--- src/rtl/pipe_pkg.sv ---
// pipe_pkg: shared widths, method tags and message layout for the serializer pipe
package pipe_pkg;
  localparam int PIPE_WIDTH = 128;
  localparam int TAG_LSB = 0;
  localparam int TAG_MSB = 31;
  localparam logic [31:0] TAG_SAY2 = 32'd1;
  localparam logic [31:0] TAG_HEARD2 = 32'd1;
  localparam logic [31:0] TAG_SAY = 32'd2;
  localparam logic [31:0] TAG_HEARD = 32'd2;
  typedef struct packed {
    logic [31:0] v2;
    logic [31:0] v;
    logic [31:0] meth;
    logic [31:0] tag;
  } pipe_msg_t;
endpackage

--- src/rtl/pipe_fifo_mem.sv ---
// pipe_fifo_mem: DEPTH x WIDTH register file, sync write, async read, no reset
module pipe_fifo_mem #(
  parameter int WIDTH = 128,
  parameter int DEPTH = 4
) (
  input  logic                     clk,
  input  logic                     we,
  input  logic [$clog2(DEPTH)-1:0] waddr,
  input  logic [WIDTH-1:0]         wdata,
  input  logic [$clog2(DEPTH)-1:0] raddr,
  output logic [WIDTH-1:0]         rdata
);
  logic [WIDTH-1:0] mem_q [DEPTH];
  always_ff @(posedge clk) if (we) mem_q[waddr] <= wdata;
  assign rdata = mem_q[raddr];
endmodule

--- src/rtl/pipe_fifo_stage.sv ---
// pipe_fifo_stage: elastic push-style FIFO between a pipe serializer and deserializer
module pipe_fifo_stage
  import pipe_pkg::*;
#(
  parameter int WIDTH = PIPE_WIDTH,
  parameter int DEPTH = 4
) (
  input  logic                   CLK,
  input  logic                   nRST,
  input  logic                   in_enq__ENA,
  input  logic [WIDTH-1:0]       in_enq_v,
  output logic                   in_enq__RDY,
  output logic                   out_enq__ENA,
  output logic [WIDTH-1:0]       out_enq_v,
  input  logic                   out_enq__RDY,
  output logic [$clog2(DEPTH):0] count,
  output logic                   err_overflow
);
  localparam int CNTW = $clog2(DEPTH) + 1;
  localparam int PW = $clog2(DEPTH);
  logic [PW-1:0] rptr_q, rptr_d, wptr_q, wptr_d;
  logic [CNTW-1:0] count_q, count_d;
  logic err_q, err_d;
  logic enq, deq;
  always_comb begin
    in_enq__RDY = count_q != CNTW'(DEPTH);
    out_enq__ENA = (count_q != '0) & out_enq__RDY;
    enq = in_enq__ENA & in_enq__RDY;
    deq = out_enq__ENA;
    wptr_d = enq ? wptr_q + 1'b1 : wptr_q;
    rptr_d = deq ? rptr_q + 1'b1 : rptr_q;
    count_d = (enq & ~deq) ? count_q + 1'b1 : (deq & ~enq) ? count_q - 1'b1 : count_q;
    err_d = err_q | (in_enq__ENA & ~in_enq__RDY);
  end
  always_ff @(posedge CLK or negedge nRST) begin
    if (!nRST) begin
      rptr_q <= '0;
      wptr_q <= '0;
      count_q <= '0;
      err_q <= 1'b0;
    end else begin
      rptr_q <= rptr_d;
      wptr_q <= wptr_d;
      count_q <= count_d;
      err_q <= err_d;
    end
  end
  assign count = count_q;
  assign err_overflow = err_q;
  pipe_fifo_mem #(.WIDTH(WIDTH), .DEPTH(DEPTH)) u_mem (
    .clk(CLK),
    .we(enq),
    .waddr(wptr_q),
    .wdata(in_enq_v),
    .raddr(rptr_q),
    .rdata(out_enq_v)
  );
endmodule

--- config.mk ---
export PLATFORM = sky130hd
export DESIGN_NAME = pipe_fifo_stage
export DESIGN_NICKNAME = d
export VERILOG_FILES = /design/src/rtl/pipe_pkg.sv /design/src/rtl/pipe_fifo_mem.sv /design/src/rtl/pipe_fifo_stage.sv
export SDC_FILE = /design/constraint.sdc
export NUM_CORES = 1
export LEC_CHECK = 0
export ABC_AREA = 1
export BUFFER_PORTS_ARGS = -buffer_cell sky130_fd_sc_hd__buf_4
export CAP_MARGIN = 20
export CORE_MARGIN = 8
export CORE_UTILIZATION = 50
export DETAILED_ROUTE_END_ITERATION = 8
export PLACE_DENSITY = 0.71
export RECOVER_POWER = 100
export SYNTH_ARGS = -nofsm -noshare
export SYNTH_HDL_FRONTEND = slang
export SYNTH_SLANG_ARGS = --single-unit
--- constraint.sdc ---
create_clock -name CLK -period 18 [get_ports CLK]
set_input_delay 1.8 -clock CLK [delete_from_list [all_inputs] [get_ports CLK]]
set_output_delay 1.8 -clock CLK [all_outputs]
set_load 0.03 [all_outputs]
Word-level counts from Yosys, hierarchy flattened. Memory sizes are Yosys's and may differ from the RTL's. Cells that the tools add are included.

ROM bits: 0. Bits in writable memories: 512. Bits in latches: 0. Memories kept: 1. Register bits after elaboration: 8.

Div/mod/pow operators: 0. Reduce and logical (&&, ||, !) cells: 2. Bitwise logic cells: 9. Muxes and demuxes: 4. Magnitude comparators: 0. Add/sub/neg operators: 4. $mul: 0. Equal/unequal tests: 1. Shift-type cells: 0.

Memories: u_mem.mem_q (depth 4, width 128, read ports 1, clocked after memory_dff 0, write ports 1, RTL line pipe_fifo_mem.sv:13) `logic [WIDTH-1:0] mem_q [DEPTH];`.

Operator list (number): two-way mux 3 bit (2); bitwise AND 1 bit (5); adder 2 x 1 -> 2 bit, second input constant (2); adder 3 x 1 -> 3 bit, second input constant (1); != test 3 bit, second input constant (1); NOT 1 bit (3); nonzero test 3 bit (1); subtractor 3 x 1 -> 3 bit, second input constant (1); two-way mux 1 bit (2); nonzero test 2 bit (1); bitwise OR 1 bit (1).

Longest topological paths before layout.
Depth in word-level cells: 6. Gate-level depth with buffers: 12. Gate-level depth less buffers: 12.

Cells and area by module. A second synthesis with hierarchy kept.

Cell total of the unflattened synthesis: 2069. Area, all modules: 22096.2 um^2.

Modules (own cells, without submodules): pipe_fifo_mem (cells each 2014, times used 1, area an instance 21658.3 um^2); pipe_fifo_stage (cells each 55, times used 1, area an instance 437.9 um^2).

Worst setup path before layout. Ideal clock, no wire load.

Path type: input port to flip-flop. Start: input in_enq__ENA. End: memory u_mem.mem_q[0][0] (enable). Path slack: 10091 ps. Arrival time: 7291 ps. Data required time: 17383 ps. Buffers on the path: 0. Stages: 2. Cell sequence: nand2_1 -> nor2_1.

Longest elaborated chain between the ends: 3.

RTL lines: from (decl) (RTL line pipe_fifo_stage.sv:10) `input logic in_enq__ENA,`; bitwise AND 1 bit (RTL line pipe_fifo_stage.sv:28) `enq = in_enq__ENA & in_enq__RDY;`; two-way mux 1 bit (RTL line pipe_fifo_mem.sv:14) `always_ff @(posedge clk) if (we) mem_q[waddr] <= wdata;`; two-way mux 1 bit (not written as such) (RTL line pipe_fifo_mem.sv:14); to (decl) (RTL line pipe_fifo_mem.sv:13).

Every way passes these cells.

Worst setup path after layout.
Start: register rptr_q[1]. End: output out_enq_v[37].

Longest elaborated chain between the ends: 1.

RTL lines: from (decl) (RTL line pipe_fifo_stage.sv:21) `logic [PW-1:0] rptr_q, rptr_d, wptr_q, wptr_d;`; from (signal assigned) (RTL line pipe_fifo_stage.sv:42) `rptr_q <= rptr_d;`; memory read (4 x 128 bit); to (decl) (RTL line pipe_fifo_stage.sv:14) `output logic [WIDTH-1:0] out_enq_v,`.

Every way passes these cells.

==> reports/summary.txt <==
Sw Share: 39.7%
max incr delay on CP: 2.38 ns
synth warn: 0
DRC Markers: 0
final-report hold violation count: 0
Setup Skew: 0.0147 ns
Most Crowded Layer GR: met2
GP Congestion: 0.730
CTS Root Cell: clkbuf_16
Hold/Removal Path Class: reg2reg
hold path depth: 1
CTS tree: done
Clock power frac: 24.9%
Slew Limit Fails: 619
total gr overflow: 0
status: finished with violations
Port Buf Inserts: 265
GR met1 Demand/Resource: 23.4%
number of synthesized register bits: 520
Worst R2R Path Depth: 6
maximum number of pins on one net before global-route repair: 261
via/cell ratio: 5.17
Final nets: 1940
CP Max Fanout: 66
layout cells sized above 1: 4.23%
first-pass GRT wire length: 66500 um
most frequent cell on the critical path: clkbuf_1
total leakage power: 0.00891 uW
starting density of the core: 50.8%
DP Wirelength: 25500 um
Clock transition at path regs: 0.06 ns
filler cell count in the final layout: 3342
P_int: 2610 uW
Max Freq: 119 MHz
Slew @ Worst Pin: 4.27 ns
Hold Startpoint: err_overflow$_DFF_PN0_
setup total negative slack: 0 ns
maximum resistive drop on vdd: 0.242 mV
Die H: 220 um
unrepaired setup endpoints after global routing: false
clock latency on the worst-skew pair: 0.58 ns
Net Count, Synth: 1695
netlist area before placement: 20800 um^2
total die area: 48400 um^2
Post-Syn Instances: 1557
minimum clock period: 8.38 ns
syn avg cell area: 13.4 um^2
num rows: 74
post-route antenna net violation count: 0
distinct cell type count after synthesis: 18
Max-slew headroom: -184%
total power: 4320 uW
r2r endpoint: rptr_q[1]$_DFFE_PN0P_
Die Wd: 220 um
GR Util All Layers: 17.6%
initial antenna violation count: 1
crit path cell chain: clkinvlp_2, clkbuf_1, o211ai_1, nand2_1, clkbuf_1
CP arrival: 6.58 ns
multi-input logic area: 3590 um^2
sequential area share after synthesis: 74.9%
R2R Path Start: rptr_q[1]$_DFFE_PN0P_
number of gates resized after CTS: 0
Critical Path Start Type: flip-flop
vias in the first global route: 12100
Sw Pwr: 1710 uW
first drt pass iteration count: 5
# H-tree levels: 2
maxcap violations: 10
met2 Track Usage GR: 28.9%
Core Footprint: 40900 um^2
main area contributors after synthesis: edfxtp_1 (74%), o211ai_1 (9.2%), nand2_1 (7.3%), inv_1 (4.9%), buf_6 (1.6%)
Setup crit end kind: primary output
post-synth top area cell: edfxtp_1
post-synth top area share: 73.9%
Combinational Power Share: 36.2%
synth-to-layout area growth: 13.7%
critical path's slowest cell: clkinvlp_2
Finished Core Util: 57.8%
postcts setup bufs: 0
via count: 12300
Wirelength per Cell: 18.2 um
Hold EP: err_overflow$_DFF_PN0_
endpoints failing setup: 0
GR Util met3: 3.85%
violation count after the first detailed-route iteration: 906
WP data required: 16.20 ns
# IOs: 266
final WL: 43300 um
Reg power frac: 38.9%
clk sinks: 520
Setup CP Type: reg2out
CTS buffer count: 51
P per Cell Area: 183 nW/um^2
Register Area: 15600 um^2
CTS Hold Bufs: 0
CTS Buffer Depth: 3
failing checks: capacitance limit, slew limit
Tcrit/Tclk final: 46.5%
flop2flop setup slack: 12.30 ns
==> cell usage in the layout (no fill, tap or decap) <==
master / netlist / final
o21bai_1: 1 / 1
inv_1: 272 / 271
bufinv_16: 0 / 8
buf_12: 0 / 1
clkbuf_16: 0 / 53
diode_2: 0 / 1
clkinv_2: 0 / 7
fa_1: 1 / 1
xnor2_1: 1 / 1
clkinvlp_2: 0 / 1
o21ai_0: 1 / 1
dfrtp_1: 8 / 8
clkinv_1: 0 / 14
ha_1: 5 / 5
buf_4: 4 / 5
o211ai_1: 256 / 256
nand3_1: 7 / 7
clkbuf_1: 8 / 280
edfxtp_1: 512 / 512
nand4_1: 1 / 1
nand2_1: 402 / 402
nor2_1: 4 / 4
clkinvlp_4: 0 / 2
inv_12: 0 / 1
==> worst max-delay path by stage <==
| stage | start | end | slack (ns) | depth (start not counted) |
|---|---|---|---|---|
| after detailed placement | rptr_q[0]$_DFFE_PN0P_ | out_enq_v[34] | 13.53 | 6 |
| after CTS | rptr_q[0]$_DFFE_PN0P_ | out_enq_v[34] | 12.89 | 6 |
| after global placement | rptr_q[0]$_DFFE_PN0P_ | out_enq_v[34] | 13.57 | 6 |
| after global routing | rptr_q[1]$_DFFE_PN0P_ | out_enq_v[37] | 9.06 | 5 |
| final | rptr_q[1]$_DFFE_PN0P_ | out_enq_v[37] | 9.62 | 5 |
| after floorplan | in_enq__ENA | u_mem.mem_q[0][0]$_DFFE_PP_ | 10.09 | 2 |
==> registers in the layout (all words and copies together), names as in the netlist <==
name and cells:
err_overflow 1, u_mem.mem_q 512, wptr_q 2, rptr_q 2
count 3
==> final cells by class <==
type,instances,area share (%)
sequential,520,65.9
multi-input combinational,679,15.2
clock buffer,62,5.75
timing repair buffer,277,4.54
inverter,273,4.39
tap,532,2.81
clock inverter,31,1.45
antenna,1,0.0106
==> layer usage <==
metal  wire length (um)  vias up
met3               2840       55
met4                817        0
met1              19000     5922
li1                   -     5938
met2              20600      359
met5                  0        -
==> per-stage QoR <==
| stage | hold WS [ns] | setup slack, ns | cell area [um^2] | cells |
|---|---|---|---|---|
| floorplan | 0.492 | 10.09 | 20800 | 1557 |
| global placement | 0.462 | 13.57 | 23000 | 2281 |
| detailed placement | 0.468 | 13.53 | 23000 | 2281 |
| CTS | 0.491 | 12.89 | 24700 | 2374 |
| global route | 0.514 | 9.06 | 23700 | 2375 |
| finish | 0.483 | 9.62 | 23700 | 2375 |
==> cells by family (layout without fill, tap and decap cells) <==
group,after synthesis,count (layout),share of synthesized area [%]
xor+xnor,1,1,0.0421
buf+inv,358,643,7.86
fa+ha+maj,6,6,0.397
flops,520,520,74.9
compound gates,258,258,9.30
simple gates,414,414,7.53
other cells,0,1,0
==> critical path: cells and delay by family, from the launching register on <==
kind,cells,cell delay [ns]
buffers and inverters,3,4.44
and+or+nand+nor,1,0.11
DFF,1,0.78
AOI/OAI and AO/OA,1,0.61
==> cell usage after synthesis, drive strengths merged <==
cell / n
nand4: 1
ha: 5
nand2: 402
inv: 273
fa: 1
xnor2: 1
clkbuf: 8
edfxtp: 512
o211ai: 256
o21ai: 1
buf: 77
nor2: 4
o21bai: 1
dfrtp: 8
nand3: 7
==> power by group through the flow <==
stage | Combinational (uW) | Sequential, uW | Clock (uW)
floorplan | 1210 | 1710 | 0
global placement | 1760 | 1670 | 0
detailed placement | 1780 | 1680 | 0
CTS | 1790 | 1660 | 1100
global route | 1710 | 1700 | 1140
finish | 1560 | 1680 | 1080
No activity file was read; power rests on OpenSTA's default activity.
